$ cat src/rtl/kt8_dmem_io_pkg.sv
// KT8 data-space shared constants: I/O register offsets and STATUS bit positions.
package kt8_dmem_io_pkg;

  localparam int unsigned IO_GPIO_OUT  = 0;
  localparam int unsigned IO_GPIO_IN   = 1;
  localparam int unsigned IO_TIMER_CNT = 2;
  localparam int unsigned IO_TIMER_CMP = 3;
  localparam int unsigned IO_STATUS    = 4;
  localparam int unsigned IO_TX_DATA   = 5;
  localparam int unsigned IO_IRQ_EN    = 6;

  localparam int unsigned ST_MATCH = 0;
  localparam int unsigned ST_FULL  = 1;
  localparam int unsigned ST_EMPTY = 2;
  localparam int unsigned ST_OVF   = 3;

endpackage

$ cat src/rtl/kt8_dmem_io_if.sv
// KT8 CPU data port: address, write data, write strobe and combinational read data.
interface kt8_dmem_io_if #(
  parameter int unsigned ADDR_W = 5,
  parameter int unsigned DATA_W = 8
);
  logic [ADDR_W-1:0] address_i;
  logic [DATA_W-1:0] data_i;
  logic [DATA_W-1:0] data_o;
  logic              we_i;

  modport master (output address_i, output data_i, output we_i, input data_o);
  modport slave  (input address_i, input data_i, input we_i, output data_o);
endinterface

$ cat src/rtl/kt8_dmem_io_fifo.sv
// TX output FIFO: write-side push with drop-on-full, valid/ready drain on the read side.
module kt8_dmem_io_fifo #(
  parameter int unsigned DATA_W = 8,
  parameter int unsigned DEPTH  = 4
) (
  input  logic              clk_i,
  input  logic              rst_ni,
  input  logic              push_i,
  input  logic [DATA_W-1:0] wdata_i,
  output logic              full_c,
  output logic              empty_c,
  output logic              drop_c,
  output logic [DATA_W-1:0] rdata_c,
  output logic              valid_c,
  input  logic              ready_i
);

  localparam int unsigned AW = $clog2(DEPTH);
  localparam int unsigned CW = AW + 1;
  localparam logic [CW-1:0] FULL_CNT = CW'(DEPTH);

  logic [DATA_W-1:0] mem_q [DEPTH];
  logic [AW-1:0]     wr_ptr_q, wr_ptr_d;
  logic [AW-1:0]     rd_ptr_q, rd_ptr_d;
  logic [CW-1:0]     count_q, count_d;
  logic              pop_c, accept_c;

  // Flags, handshake and pointer/count update; a pop frees the slot a full push needs.
  always_comb begin
    valid_c  = (count_q != '0);
    empty_c  = !valid_c;
    full_c   = (count_q == FULL_CNT);
    pop_c    = valid_c & ready_i;
    accept_c = push_i & (!full_c | pop_c);
    drop_c   = push_i & full_c & !pop_c;
    rdata_c  = mem_q[rd_ptr_q];
    wr_ptr_d = accept_c ? wr_ptr_q + AW'(1) : wr_ptr_q;
    rd_ptr_d = pop_c ? rd_ptr_q + AW'(1) : rd_ptr_q;
    count_d  = count_q + CW'(accept_c) - CW'(pop_c);
  end

  // Pointer and occupancy state.
  always_ff @(posedge clk_i or negedge rst_ni) begin
    if (!rst_ni) begin
      wr_ptr_q <= '0;
      rd_ptr_q <= '0;
      count_q  <= '0;
    end else begin
      wr_ptr_q <= wr_ptr_d;
      rd_ptr_q <= rd_ptr_d;
      count_q  <= count_d;
    end
  end

  // Storage needs no reset: the empty count hides stale entries.
  always_ff @(posedge clk_i) begin
    if (accept_c) mem_q[wr_ptr_q] <= wdata_i;
  end

endmodule

$ cat src/rtl/kt8_dmem_io.sv
// KT8 data-space subsystem: RAM in the low half, GPIO/timer/TX FIFO registers in the high half.
module kt8_dmem_io
  import kt8_dmem_io_pkg::*;
#(
  parameter int unsigned DATA_W     = 8,
  parameter int unsigned ADDR_W     = 5,
  parameter int unsigned RAM_DEPTH  = 16,
  parameter int unsigned FIFO_DEPTH = 4,
  parameter int unsigned GPIO_W     = 8
) (
  input  logic              clk_i,
  input  logic              rst_ni,
  kt8_dmem_io_if.slave      bus,
  input  logic [GPIO_W-1:0] gpio_i,
  output logic [GPIO_W-1:0] gpio_o,
  output logic [DATA_W-1:0] tx_data_o,
  output logic              tx_valid_o,
  input  logic              tx_ready_i,
  output logic              irq_o
);

  localparam int unsigned OFF_W  = ADDR_W - 1;
  localparam int unsigned RAM_AW = (RAM_DEPTH > 1) ? $clog2(RAM_DEPTH) : 1;
  localparam logic [ADDR_W-1:0] RAM_LIMIT = ADDR_W'(RAM_DEPTH);

  logic [DATA_W-1:0] ram_q [RAM_DEPTH];
  logic [GPIO_W-1:0] gpio_out_q, gpio_out_d;
  logic [GPIO_W-1:0] gpio_s1_q, gpio_s2_q;
  logic [DATA_W-1:0] cnt_q, cnt_d, cmp_q, cmp_d;
  logic              match_q, match_d, ovf_q, ovf_d, irq_en_q, irq_en_d;

  logic              is_io, ram_hit, push_c;
  logic [OFF_W-1:0]  io_off;
  logic [RAM_AW-1:0] ram_idx;
  logic [DATA_W-1:0] status_c;
  logic              fifo_full, fifo_empty, fifo_drop;

  assign is_io   = bus.address_i[ADDR_W-1];
  assign io_off  = bus.address_i[OFF_W-1:0];
  assign ram_hit = !is_io && (bus.address_i < RAM_LIMIT);
  assign ram_idx = RAM_AW'(bus.address_i);
  assign push_c  = bus.we_i && is_io && (io_off == OFF_W'(IO_TX_DATA));

  kt8_dmem_io_fifo #(.DATA_W(DATA_W), .DEPTH(FIFO_DEPTH)) u_fifo (
    .clk_i   (clk_i),
    .rst_ni  (rst_ni),
    .push_i  (push_c),
    .wdata_i (bus.data_i),
    .full_c  (fifo_full),
    .empty_c (fifo_empty),
    .drop_c  (fifo_drop),
    .rdata_c (tx_data_o),
    .valid_c (tx_valid_o),
    .ready_i (tx_ready_i)
  );

  // Register writes, free-running timer and sticky flags; a flag set beats a same-cycle W1C.
  always_comb begin
    gpio_out_d = gpio_out_q;
    cmp_d      = cmp_q;
    irq_en_d   = irq_en_q;
    match_d    = match_q;
    ovf_d      = ovf_q;
    cnt_d      = cnt_q + DATA_W'(1);
    if (bus.we_i && is_io) begin
      case (io_off)
        OFF_W'(IO_GPIO_OUT):  gpio_out_d = bus.data_i[GPIO_W-1:0];
        OFF_W'(IO_TIMER_CMP): cmp_d      = bus.data_i;
        OFF_W'(IO_IRQ_EN):    irq_en_d   = bus.data_i[0];
        OFF_W'(IO_STATUS): begin
          if (bus.data_i[ST_MATCH]) match_d = 1'b0;
          if (bus.data_i[ST_OVF])   ovf_d   = 1'b0;
        end
        default: ;
      endcase
    end
    if (cnt_q == cmp_q) match_d = 1'b1;
    if (fifo_drop)      ovf_d   = 1'b1;
  end

  // Control/status registers and the two-stage GPIO input synchroniser.
  always_ff @(posedge clk_i or negedge rst_ni) begin
    if (!rst_ni) begin
      gpio_out_q <= '0;
      gpio_s1_q  <= '0;
      gpio_s2_q  <= '0;
      cnt_q      <= '0;
      cmp_q      <= '0;
      match_q    <= 1'b0;
      ovf_q      <= 1'b0;
      irq_en_q   <= 1'b0;
    end else begin
      gpio_out_q <= gpio_out_d;
      gpio_s1_q  <= gpio_i;
      gpio_s2_q  <= gpio_s1_q;
      cnt_q      <= cnt_d;
      cmp_q      <= cmp_d;
      match_q    <= match_d;
      ovf_q      <= ovf_d;
      irq_en_q   <= irq_en_d;
    end
  end

  // Data RAM is deliberately unreset so preloaded contents survive reset.
  always_ff @(posedge clk_i) begin
    if (bus.we_i && ram_hit) ram_q[ram_idx] <= bus.data_i;
  end

  // Combinational read mux; unmapped and write-only locations read zero.
  always_comb begin
    status_c           = '0;
    status_c[ST_MATCH] = match_q;
    status_c[ST_FULL]  = fifo_full;
    status_c[ST_EMPTY] = fifo_empty;
    status_c[ST_OVF]   = ovf_q;
    bus.data_o         = '0;
    if (!is_io) begin
      if (ram_hit) bus.data_o = ram_q[ram_idx];
    end else begin
      case (io_off)
        OFF_W'(IO_GPIO_OUT):  bus.data_o = DATA_W'(gpio_out_q);
        OFF_W'(IO_GPIO_IN):   bus.data_o = DATA_W'(gpio_s2_q);
        OFF_W'(IO_TIMER_CNT): bus.data_o = cnt_q;
        OFF_W'(IO_TIMER_CMP): bus.data_o = cmp_q;
        OFF_W'(IO_STATUS):    bus.data_o = status_c;
        OFF_W'(IO_IRQ_EN):    bus.data_o = DATA_W'(irq_en_q);
        default:              bus.data_o = '0;
      endcase
    end
  end

  assign gpio_o = gpio_out_q;
  assign irq_o  = match_q & irq_en_q;

endmodule
$ cat src/flat_wrapper.sv
// flat-port wrapper written by rule: the top's interface ports become plain ports
module kt8_dmem_io_flat import kt8_dmem_io_pkg::*;
#(
  parameter int unsigned DATA_W     = 8,
  parameter int unsigned ADDR_W     = 5,
  parameter int unsigned RAM_DEPTH  = 16,
  parameter int unsigned FIFO_DEPTH = 4,
  parameter int unsigned GPIO_W     = 8
)
  (clk_i, rst_ni, gpio_i, gpio_o, tx_data_o, tx_valid_o, tx_ready_i, irq_o, bus_address_i, bus_data_i, bus_we_i, bus_data_o);
  kt8_dmem_io_if #(.ADDR_W(ADDR_W), .DATA_W(DATA_W)) bus_i ();
  input  logic clk_i;
  input  logic rst_ni;
  input  logic [GPIO_W-1:0] gpio_i;
  output logic [GPIO_W-1:0] gpio_o;
  output logic [DATA_W-1:0] tx_data_o;
  output logic tx_valid_o;
  input  logic tx_ready_i;
  output logic irq_o;
  input wire logic [$bits(bus_i.address_i)-1:0] bus_address_i;
  input wire logic [$bits(bus_i.data_i)-1:0] bus_data_i;
  input wire logic [$bits(bus_i.we_i)-1:0] bus_we_i;
  output wire logic [$bits(bus_i.data_o)-1:0] bus_data_o;
  assign bus_i.address_i = bus_address_i;
  assign bus_i.data_i = bus_data_i;
  assign bus_i.we_i = bus_we_i;
  assign bus_data_o = bus_i.data_o;
  kt8_dmem_io #(.DATA_W(DATA_W), .ADDR_W(ADDR_W), .RAM_DEPTH(RAM_DEPTH), .FIFO_DEPTH(FIFO_DEPTH), .GPIO_W(GPIO_W)) u_core (.clk_i(clk_i), .rst_ni(rst_ni), .bus(bus_i), .gpio_i(gpio_i), .gpio_o(gpio_o), .tx_data_o(tx_data_o), .tx_valid_o(tx_valid_o), .tx_ready_i(tx_ready_i), .irq_o(irq_o));
endmodule
$ cat config.mk
export PLATFORM = sky130hd
export DESIGN_NAME = kt8_dmem_io_flat
export DESIGN_NICKNAME = d
export VERILOG_FILES = /design/src/rtl/kt8_dmem_io_pkg.sv /design/src/rtl/kt8_dmem_io_if.sv /design/src/rtl/kt8_dmem_io_fifo.sv /design/src/rtl/kt8_dmem_io.sv /design/src/flat_wrapper.sv
export SDC_FILE = /design/constraint.sdc
export NUM_CORES = 1
export LEC_CHECK = 0
export CORE_AREA = 4 4 122 124
export CTS_CLUSTER_DIAMETER = 80
export CTS_CLUSTER_SIZE = 30
export DETAILED_ROUTE_END_ITERATION = 10
export DIE_AREA = 0 0 126 128
export DONT_BUFFER_PORTS = 1
export MAX_ROUTING_LAYER = met4
export PLACE_DENSITY_LB_ADDON = 0.15
export SYNTH_ARGS = -nofsm -noshare
export SYNTH_HDL_FRONTEND = slang
export SYNTH_SLANG_ARGS = --single-unit
export TNS_END_PERCENT = 10
$ cat constraint.sdc
create_clock -name clk_i -period 2.85 [get_ports clk_i]
set_input_delay 0.57 -clock clk_i [delete_from_list [all_inputs] [get_ports clk_i]]
set_output_delay 0.57 -clock clk_i [all_outputs]
set_load 0.02 [all_outputs]
==> reports/results.tsv, run 1 <==
stage	metric	value	unit
cells_and_area	Multi-input gate area	2317	um2
setup_path	CP startpoint kind	register	
setup_path	CP Buf/Inv Count	1	
setup_path	Max stage delay cell, worst path	or3_2	
power_and_ir_drop	cell area power density	660.3	nW/um2
global_route	global-route wire length before repair	26160	um
cells_and_area	Design Area, Final	9097	um2
synth	area leader, netlist	edfxtp_1	
clocking	CTS tree	yes	
synth	Post-Syn Instances	486	
route	First-pass DRT Iterations	5	
synth	Adder-Cell Fraction of Synth Area	0.01257	
timing	Final min period	2.722	ns
clocking	clk root buf	clkbuf_16	
cells_and_area	flip-flop and latch area	6056	um2
setup_path	crit path to	bus_data_o[2]	
power_and_ir_drop	Sw Ratio	0.2462	
synth	Post-Synth Simple-Gate Area	0.05364	
route	routed vias	4261	
cells_and_area	# fillers	978	
cells_and_area	Layout Nets	525	
setup_path	Worst setup EP type	output port	
setup_path	flop-to-flop setup slack	0.24	ns
floorplanning	die area	16130	um2
synth	Synth Area in XOR/XNOR	0.01944	
place	Inst Count DP	657	
floorplanning	Die X	126	um
cells_and_area	commonest non-fill, non-tap cells in the layout	160 x edfxtp_1, 50 x dfrtp_1, 45 x mux2i_1	
clocking	clock latency on the worst-skew pair	0.46	ns
floorplanning	I/O pins	51	
synth	largest family of logic cells by synthesized area	multiplexers	
cells_and_area	layout cell share with drive strength beyond 1	0.1781	
setup_path	crit path DAT	2.15	ns
route	DRT antenna net count	0	
timing	Worst Clk Skew	0.01501	ns
synth	complex-gate fraction of the synthesized area	0.03128	
route	Via density	6.322	
cells_and_area	Non-Filler Instances	674	
synth	Synth top area share	0.5612	
global_route	met3 Use GR	0.04667	
timing	final setup fails	0	
global_route	initial antenna violation count	0	
global_route	largest net degree at the start of global routing	71	
synth	FFs w/ async S/R, synth	0.2381	
global_route	GR Util met2	0.3505	
setup_path	CP delay by family, top	simple AND/OR/NAND/NOR gates	
route	Initial DRC Count	504	
power_and_ir_drop	internal power	4.528	mW
place	routability cong.	0.8363	
timing	final setup margin	0.1276	ns
timing	Final period util	0.9552	
power_and_ir_drop	Comb power frac	0.118	
clocking	clk slew on worst S/H paths	0.11	ns
setup_path	Setup CP Type	register to output port	
place	Port Buffers	0	
timing	f_max	367.3	MHz
floorplanning	starting density of the core	0.6215	
clocking	CTS buffer count	11	
synth	top cells by area, synth	edfxtp_1 56%, dfrtp_1 15%, mux4_2 7.4%	
global_route	met1 Usage GRT	0.3081	
setup_path	CP Cell Sequence	or3_2 -> buf_4 -> nor3b_1 -> o21ai_0 -> o221ai_2	
place	dpl ws	0.1711	ns
cells_and_area	Finished Core Util	0.6605	
place	DP Area	8738	um2
setup_path	RR Endpoint	u_core.u_fifo.count_q[2]	
clocking	Sink Count	210	
timing	setup tns final	0	ns
cells_and_area	Area Overhead vs Synth	6.270	%
outcome	outcome	completed	
synth	post-synthesis mux area share	0.1530	
floorplanning	Cell Rows	43	
power_and_ir_drop	switching power	1.479	mW
synth	Synth Cell Area	8561	um2
power_and_ir_drop	Flop pwr share	0.604	
cells_and_area	n_diodes	0	
global_route	GR Overflow Total	0	
synth	Post-synth top flop	edfxtp_1	
synth	syn nets	519	
synth	Yosys cell types	51	
global_route	busiest grt layer	met2	
floorplanning	chip height	128	um
setup_path	reg2reg start	u_core.u_fifo.count_q[1]	
run	max cap viols	0	
route	wire per inst	25.18	um
setup_path	launch point of the worst path	u_core.u_fifo.count_q[1]	
timing	Slew @ Worst Pin	0.8385	ns
worst_hold_path	hold crit path type	primary input to register	
route	DRC	0	
global_route	vias in the first global route	4307	
timing	Max-slew headroom	0.4389	
timing	Slew Viols, Final	0	
synth	number of flops mapped to enable cells by yosys	160	
setup_path	Worst path depth	5	
clocking	H-tree depth	1	
setup_path	Worst Path Required	2.28	ns
timing	Fin. Hold Viols	0	
setup_path	largest stage delay on the critical path	0.47	ns
cells_and_area	commonest non-fill, non-tap cell in the layout	edfxtp_1	
synth	register bit total from synthesis	210	
synth	sequential area share after synthesis	0.7074	
power_and_ir_drop	worst vdd ir	0.6076	mV
power_and_ir_drop	Pleak	3.217	nW
setup_path	crit path max fanout	5	
power_and_ir_drop	clock share of power	0.277	
global_route	GRT Total Usage	0.2209	
floorplanning	core area	13770	um2
synth	synth warn	0	
timing	RSZ-0062 raised after global routing	false	
clocking	clock buffer depth	3	
place	post-DP HPWL	10800	um
setup_path	r2r worst-path depth	10	
route	Total Routed Length	16970	um
synth	Syn Area/Cell	17.61	um2
-- flip-flops by register name, summed over array words and instances, names as in the netlist --
name,count
u_core.ovf_q,1
u_core.irq_en_q,1
u_core.u_fifo.wr_ptr_q,2
u_core.gpio_s2_q,8
u_core.u_fifo.mem_q,32
u_core.ram_q,128
u_core.cmp_q,8
u_core.gpio_o,8
u_core.u_fifo.rd_ptr_q,2
u_core.u_fifo.count_q,3
u_core.cnt_q,8
u_core.match_q,1
u_core.gpio_s1_q,8
-- Yosys cell counts (2+ instances only) --
| master | number |
|---|---|
| edfxtp_1 | 160 |
| dfrtp_1 | 50 |
| mux2i_1 | 45 |
| mux4_2 | 28 |
| nor2_1 | 21 |
| mux2_2 | 19 |
| nand2_1 | 17 |
| xnor2_1 | 16 |
| a22oi_1 | 10 |
| inv_1 | 9 |
| buf_2 | 8 |
| buf_4 | 8 |
| nand3_1 | 8 |
| ha_1 | 7 |
| a21oi_1 | 5 |
| nor2b_1 | 5 |
| o211ai_1 | 5 |
| o21ai_0 | 5 |
| and2_2 | 4 |
| and3_1 | 4 |
| buf_6 | 4 |
| nand2b_1 | 4 |
| and2_1 | 3 |
| buf_1 | 3 |
| nand4_1 | 3 |
| nor3_1 | 3 |
| xor2_1 | 3 |
| a221oi_1 | 2 |
| and4_1 | 2 |
| nor3b_1 | 2 |
| o221ai_1 | 2 |
| o2bb2ai_1 | 2 |
-- per-stage QoR --
stage,power (mW),hold WS [ns]
after floorplan,4.268,0.2744
after global placement,4.359,0.2757
after detailed placement,4.397,0.2758
after CTS,6.043,0.1052
after global routing,6.224,0.09471
final,6.007,0.1201
-- what timing repair did --
item,in CTS,in global routing
buffers inserted,0,0
hold buffers,2,0
endpoints found under the hold margin,50,0
setup endpoints to repair,0,1
gates resized for setup,0,1
-- final cells by class --
cell class | count | share of cell area
clock inverters | 3 | 0.003988
repair buffers | 17 | 0.01650
well taps | 180 | 0.02476
flip-flops and latches | 210 | 0.6657
inverters | 9 | 0.003713
multi-input cells | 243 | 0.2547
clock buffers | 12 | 0.03067
-- how the worst min path moves through the flow --
stage	start	end	slack [ns]	depth (start not counted)
6_report	gpio_i[6]	u_core.gpio_s1_q[6]	0.12	0
3_5_place_dp	rst_ni	u_core.u_fifo.rd_ptr_q[1]	0.28	0
5_1_grt	gpio_i[1]	u_core.gpio_s1_q[1]	0.09	0
2_1_floorplan	rst_ni	u_core.cmp_q[0]	0.27	0
3_3_place_gp	rst_ni	u_core.u_fifo.wr_ptr_q[1]	0.28	0
4_1_cts	gpio_i[6]	u_core.gpio_s1_q[6]	0.11	0
-- power groups by stage --
| stage | Clock (mW) | Combinational, mW | Sequential [mW] |
|---|---|---|---|
| 2_1_floorplan | 0 | 0.664 | 3.60 |
| 4_1_cts | 1.69 | 0.718 | 3.63 |
| 3_5_place_dp | 0 | 0.694 | 3.70 |
| 5_1_grt | 1.80 | 0.768 | 3.66 |
| 6_report | 1.67 | 0.712 | 3.63 |
| 3_3_place_gp | 0 | 0.669 | 3.69 |
-- kinds of logic after synthesis --
logic type / Yosys count
DFF: 210
xor gates and xnor gates: 19
adders and majority gates: 8
and+or+nand+nor: 85
muxes: 93
AOI/OAI and AO/OA: 38
buffers and inverters: 33
-- routing by layer --
metal,vias to the layer above,share of wire
met5,-,0
met4,0,0.017
met3,23,0.080
met2,177,0.49
met1,2183,0.41
li1,1878,-
No activity file was read; power rests on OpenSTA's default activity.
==> inputs of run 2 (changes only) <==
Settings changed: ABC_AREA set to 1, CORE_AREA 4 4 122 124 to 4 4 125 127, DIE_AREA 0 0 126 128 to 0 0 129 131, SLEW_MARGIN set to 15, TNS_END_PERCENT 10 to 1.
==> run 2 against run 1 <==
Against the previous run:
- critical path depth unchanged
- cell area increased by 3.7%
- sequential power fell by 2%
- clock power down 4%
- critical endpoint unchanged
- largest cell class unchanged
==> reports/results.tsv, run 2 <==
stage	metric	value	unit	change
cells_and_area	Finished Core Util	0.6539		was 0.6605
synth	syn nets	899		was 519
floorplanning	core area	14420	um2	was 13770 um2
route	Total Routed Length	18910	um	was 16970 um
synth	register bit total from synthesis	210		unchanged
global_route	largest net degree at the start of global routing	68		was 71
setup_path	Worst Path Required	2.28	ns	about the same
cells_and_area	Design Area, Final	9432	um2	was 9097 um2
route	wire per inst	18.03	um	was 25.18 um
timing	Slew @ Worst Pin	0.8501	ns	was 0.8385 ns
global_route	GRT Total Usage	0.2373		was 0.2209
synth	Synth top area share	0.5375		was 0.5612
timing	Final period util	0.8827		was 0.9552
clocking	clk root buf	clkbuf_16		unchanged
route	Via density	5.532		was 6.322
timing	final setup fails	0		unchanged
clocking	H-tree depth	1		unchanged
timing	Slew Viols, Final	0		unchanged
route	DRC	0		unchanged
synth	area leader, netlist	edfxtp_1		unchanged
cells_and_area	# fillers	1100		was 978
global_route	vias in the first global route	5709		was 4307
setup_path	Worst setup EP type	output port		unchanged
clocking	clock buffer depth	3		unchanged
timing	Max-slew headroom	0.4312		was 0.4389
cells_and_area	Top Registers	u_core.ram_q x128, u_core.u_fifo.mem_q x32		unchanged
synth	Post-Syn Instances	866		was 486
floorplanning	starting density of the core	0.6197		was 0.6215
cells_and_area	n_diodes	0		unchanged
timing	Final min period	2.516	ns	was 2.722 ns
cells_and_area	commonest non-fill, non-tap cells in the layout	415 x nand2_1, 160 x edfxtp_1, 50 x dfrtp_1		was 160 x edfxtp_1, 50 x dfrtp_1, 45 x mux2i_1
route	DRT antenna net count	0		unchanged
cells_and_area	commonest non-fill, non-tap cell in the layout	nand2_1		was edfxtp_1
cells_and_area	Layout Nets	894		was 525
setup_path	crit path max fanout	3		was 5
place	routability cong.	0.9439		was 0.8363
setup_path	Setup CP Type	register to output port		unchanged
power_and_ir_drop	cell area power density	643.4	nW/um2	was 660.3 nW/um2
place	dpl ws	0.2552	ns	was 0.1711 ns
route	First-pass DRT Iterations	5		unchanged
setup_path	CP startpoint kind	register		unchanged
synth	sequential area share after synthesis	0.6775		was 0.7074
clocking	clock latency on the worst-skew pair	0.46	ns	about the same
global_route	initial antenna violation count	0		unchanged
synth	Syn Area/Cell	10.32	um2	was 17.61 um2
place	Port Buffers	0		unchanged
route	routed vias	5803		was 4261
place	post-DP HPWL	12310	um	was 10800 um
floorplanning	I/O pins	51		unchanged
floorplanning	die area	16900	um2	was 16130 um2
timing	f_max	397.5	MHz	was 367.3 MHz
place	DP Area	9100	um2	was 8738 um2
clocking	clk slew on worst S/H paths	0.11	ns	about the same
clocking	cts repair resizes	0		unchanged
timing	Fin. Hold Viols	0		unchanged
cells_and_area	Area Overhead vs Synth	5.515	%	was 6.270%
synth	Yosys cell types	31		was 51
clocking	CTS tree	yes		unchanged
outcome	outcome	completed		unchanged
setup_path	crit path DAT	1.95	ns	was 2.15 ns
setup_path	flop-to-flop setup slack	0.38	ns	was 0.24 ns
floorplanning	chip height	131	um	was 128 um
clocking	Sink Count	210		unchanged
synth	top cells by area, synth	edfxtp_1 54%, nand2_1 17%, dfrtp_1 14%		was edfxtp_1 56%, dfrtp_1 15%, mux4_2 7.4%
clocking	post-CTS setup buffers	0		unchanged
synth	synth warn	0		unchanged
synth	commonest cells in the netlist	415 x nand2_1, 160 x edfxtp_1, 50 x dfrtp_1		was 160 x edfxtp_1, 50 x dfrtp_1, 45 x mux2i_1
power_and_ir_drop	worst vdd ir	0.5594	mV	was 0.6076 mV
timing	setup tns final	0	ns	unchanged
synth	FFs w/ async S/R, synth	0.2381		unchanged
worst_hold_path	hold crit path type	primary input to register		unchanged
timing	Worst Clk Skew	0.009607	ns	was 0.01501 ns
cells_and_area	layout cell share with drive strength beyond 1	0.05434		was 0.1781
synth	Synth Cell Area	8939	um2	was 8561 um2
floorplanning	Die X	129	um	was 126 um
clocking	CTS buffer count	10		was 11
route	Initial DRC Count	482		was 504
floorplanning	Cell Rows	44		was 43
synth	Post-synth top flop	edfxtp_1		unchanged
global_route	GR Overflow Total	0		unchanged
power_and_ir_drop	Pleak	4.039	nW	was 3.217 nW
synth	most frequent cell after synthesis	nand2_1		was edfxtp_1
clocking	CTS Hold Bufs	2		unchanged
timing	final setup margin	0.3344	ns	was 0.1276 ns
cells_and_area	max reg flops	128		unchanged
cells_and_area	Top reg by flops	u_core.ram_q		unchanged
synth	number of flops mapped to enable cells by yosys	160		unchanged
timing	RSZ-0062 raised after global routing	false		unchanged
run	max cap viols	0		unchanged
global_route	global-route wire length before repair	29980	um	was 26160 um
-- run 2: worst paths after layout --
kind,cells past startpoint,endpoint,startpoint
setup reg to reg,11,u_core.u_fifo.count_q[2],u_core.u_fifo.count_q[1]
min in group asynchronous,2,u_core.cnt_q[7],rst_ni
max in group asynchronous,2,u_core.cmp_q[2],rst_ni
hold / removal,0,u_core.gpio_s1_q[3],gpio_i[3]
setup / recovery,5,bus_data_o[2],u_core.u_fifo.count_q[1]
hold reg to reg,0,u_core.gpio_s2_q[5],u_core.gpio_s1_q[5]
-- run 2: where the power goes --
| part | switching, mW | internal, mW | total, mW |
|---|---|---|---|
| Sequential | 0.139 | 3.44 | 3.57 |
| Combinational | 0.622 | 0.268 | 0.890 |
| Clock | 0.881 | 0.722 | 1.60 |
-- run 2: layer usage --
| metal | routed length [um] | share of wire | track usage |
|---|---|---|---|
| met1 | 7669 | 0.41 | 0.3102 |
| met2 | 9385 | 0.50 | 0.3945 |
| met3 | 1464 | 0.077 | 0.04065 |
| met4 | 389 | 0.021 | 0.05621 |
| met5 | 0 | 0 | - |
-- run 2: cell type report --
type                       count  area (um2)  share of cell area
multi-input combinational    579        2545              0.2698
tap                          184       230.2             0.02441
timing repair buffer          12       125.1             0.01327
inverter                      48       181.4             0.01924
sequential                   210        6056              0.6421
clock buffer                  16       294.0             0.03118
-- run 2: kinds of logic after synthesis --
family / Yosys count / synth area share
buffers and inverters: 77 / 0.03779
and+or+nand+nor: 490 / 0.2161
adders and majority gates: 8 / 0.01204
xor gates and xnor gates: 16 / 0.01568
AOI/OAI and AO/OA: 65 / 0.04087
DFF: 210 / 0.6775
-- run 2: critical path, stage by stage, from the launching register on --
cell and delay (ns):
dfrtp_1 0.41, inv_1 0.11, nand3b_1 0.31, o21ai_0 0.26, o21ai_0 0.15, nand2_1 0.24
-- run 2: stage by stage --
| stage | hold WS (ns) | total power, mW | std cells |
|---|---|---|---|
| global route | 0.1110 | 6.317 | 1049 |
| detailed placement | 0.2758 | 4.510 | 1031 |
| floorplan | 0.2744 | 4.317 | 866 |
| CTS | 0.1252 | 6.085 | 1049 |
| global placement | 0.2758 | 4.459 | 1031 |
| finish | 0.1270 | 6.068 | 1049 |
==> inputs of run 3 (changes only) <==
Settings changed: ABC_AREA 1 to not set, CORE_AREA 4 4 125 127 to 4 4 122 124, DIE_AREA 0 0 129 131 to 0 0 126 128, HOLD_SLACK_MARGIN set to 0.06, REMOVE_ABC_BUFFERS set to 1.
==> run 3 against run 2 <==
Against the previous run:
- worst setup slack lost 0.22 ns
- via count is 26% lower
- clock skew is 0.013 ns higher
- utilization up 1.1 points
- critical path depth unchanged
- critical path type unchanged
==> reports/results.tsv, run 3 (same netlist as run 1, synthesis figures left out) <==
stage	metric	value	unit	change
global_route	GRT Total Usage	0.2208		was 0.2373
setup_path	Worst Path Required	2.28	ns	about the same
timing	Fin. Hold Viols	0		unchanged
timing	final setup fails	0		unchanged
outcome	outcome	completed		unchanged
floorplanning	core area	13770	um2	was 14420 um2
route	First-pass DRT Iterations	5		unchanged
global_route	largest net degree at the start of global routing	71		was 68
floorplanning	starting density of the core	0.6215		was 0.6197
worst_hold_path	hold crit path type	primary input to register		unchanged
cells_and_area	Non-Filler Instances	683		was 1049
place	routability cong.	0.8781		was 0.9439
floorplanning	Cell Rows	43		was 44
cells_and_area	max reg flops	128		unchanged
route	DRC	0		unchanged
place	Port Buffers	0		unchanged
cells_and_area	Top reg by flops	u_core.ram_q		unchanged
clocking	H-tree depth	1		unchanged
cells_and_area	Top Registers	u_core.ram_q x128, u_core.u_fifo.mem_q x32		unchanged
timing	Worst Clk Skew	0.02252	ns	was 0.009607 ns
clocking	clk slew on worst S/H paths	0.12	ns	was 0.11 ns
setup_path	crit path max fanout	5		was 3
timing	Slew @ Worst Pin	0.8157	ns	was 0.8501 ns
timing	Max-slew headroom	0.4542		was 0.4312
global_route	global-route wire length before repair	26170	um	was 29980 um
place	DP Area	8791	um2	was 9100 um2
power_and_ir_drop	Pleak	3.256	nW	was 4.039 nW
global_route	initial antenna violation count	0		unchanged
clocking	CTS tree	yes		unchanged
setup_path	Setup CP Type	register to output port		unchanged
place	Inst Count DP	664		was 1031
setup_path	Worst setup EP type	output port		unchanged
cells_and_area	commonest non-fill, non-tap cell in the layout	edfxtp_1		was nand2_1
timing	setup tns final	0	ns	unchanged
power_and_ir_drop	Total Power	6.014	mW	was 6.068 mW
clocking	CTS buffer count	11		was 10
floorplanning	Die X	126	um	was 129 um
cells_and_area	layout cell share with drive strength beyond 1	0.1869		was 0.05434
floorplanning	die area	16130	um2	was 16900 um2
cells_and_area	commonest non-fill, non-tap cells in the layout	160 x edfxtp_1, 50 x dfrtp_1, 45 x mux2i_1		was 415 x nand2_1, 160 x edfxtp_1, 50 x dfrtp_1
clocking	clock buffer depth	3		unchanged
timing	RSZ-0062 raised after global routing	false		unchanged
global_route	GR Overflow Total	0		unchanged
cells_and_area	Design Area, Final	9164	um2	was 9432 um2
route	wire per inst	24.74	um	was 18.03 um
cells_and_area	Layout Nets	532		was 894
setup_path	CP startpoint kind	register		unchanged
floorplanning	I/O pins	51		unchanged
route	DRT antenna net count	0		unchanged
timing	Final min period	2.739	ns	was 2.516 ns
setup_path	crit path DAT	2.17	ns	was 1.95 ns
route	Initial DRC Count	430		was 482
clocking	clock latency on the worst-skew pair	0.45	ns	was 0.46 ns
clocking	clk root buf	clkbuf_16		unchanged
route	routed vias	4290		was 5803
global_route	vias in the first global route	4453		was 5709
timing	Final period util	0.9609		was 0.8827
clocking	Sink Count	210		unchanged
route	Via density	6.281		was 5.532
place	post-DP HPWL	10980	um	was 12310 um
floorplanning	chip height	128	um	was 131 um
power_and_ir_drop	cell area power density	656.3	nW/um2	was 643.4 nW/um2
cells_and_area	Area Overhead vs Synth	7.045	%	was 5.515%
route	Total Routed Length	16900	um	was 18910 um
timing	f_max	365.2	MHz	was 397.5 MHz
cells_and_area	n_diodes	0		unchanged
timing	Slew Viols, Final	0		unchanged
power_and_ir_drop	worst vdd ir	0.8029	mV	was 0.5594 mV
run	max cap viols	0		unchanged
## run 3: changes by cell type in the layout (fill, tap and decap cells not counted), moves of 20 or more
cell     delta
mux4_2     +28
nand2_1   -398
o21ai_1    -20
mux2i_1    +45
inv_1      -34
o21ai_0    -23
nor2_1     -21
## run 3: path summary, 6_finish.rpt
| kind | startpoint | end | slack, ns | cells after the start |
|---|---|---|---|---|
| worst max-delay path | u_core.u_fifo.count_q[1] | bus_data_o[2] | 0.11 | 5 |
| worst min-delay path | gpio_i[3] | u_core.gpio_s1_q[3] | 0.11 | 0 |
| worst max register to register | u_core.u_fifo.count_q[1] | u_core.u_fifo.count_q[2] | 0.29 | 10 |
| worst min register to register | u_core.gpio_s1_q[2] | u_core.gpio_s2_q[2] | 0.35 | 0 |
| max in group asynchronous | rst_ni | u_core.u_fifo.rd_ptr_q[0] | 2.00 | 2 |
| min in group asynchronous | rst_ni | u_core.gpio_s2_q[3] | 0.62 | 2 |
## run 3: repair_timing
item / CTS / global route
hold buffers: 2 / 0
setup buffers: 0 / 0
resized for setup: 0 / 1
endpoints found under the hold margin: 50 / 0
setup endpoints to repair: 0 / 1
## run 3: worst max-delay path, stage by stage (launching register included)
cell	delay [ns]
dfrtp_1	0.45
or3_2	0.48
buf_4	0.18
nor3b_1	0.19
o21ai_0	0.20
o221ai_2	0.22
## run 3: where the power goes
| group | internal [mW] | switching (mW) |
|---|---|---|
| sequential | 3.44 | 0.192 |
| combinational | 0.358 | 0.352 |
| clock | 0.750 | 0.925 |
## run 3: cell type report
class,instances,area (um2)
Multi-Input combinational cell,243,2317
Timing Repair Buffer,24,202.7
Inverter,9,33.78
Fill cell,980,4609
Sequential cell,210,6056
Clock buffer,15,290.3
Tap cell,180,225.2
Clock inverter,2,38.79
## run 3: through the flow
stage / utilization / setup slack, ns / hold slack [ns]
after floorplan: - / 0.3009 / 0.2744
after global placement: 0.6383 / 0.3364 / 0.2759
after detailed placement: 0.6383 / 0.2338 / 0.2757
after CTS: 0.6649 / 0.04748 / 0.1111
after global routing: 0.6653 / 0.02502 / 0.09743
final: 0.6653 / 0.1114 / 0.1144
## run 3: metal layers
layer,track usage,part of all wire,vias up
met4,0.05300,0.027,0
met2,0.3618,0.50,153
met3,0.03833,0.071,30
li1,-,-,1897
met1,0.2959,0.41,2210
met5,-,0,-
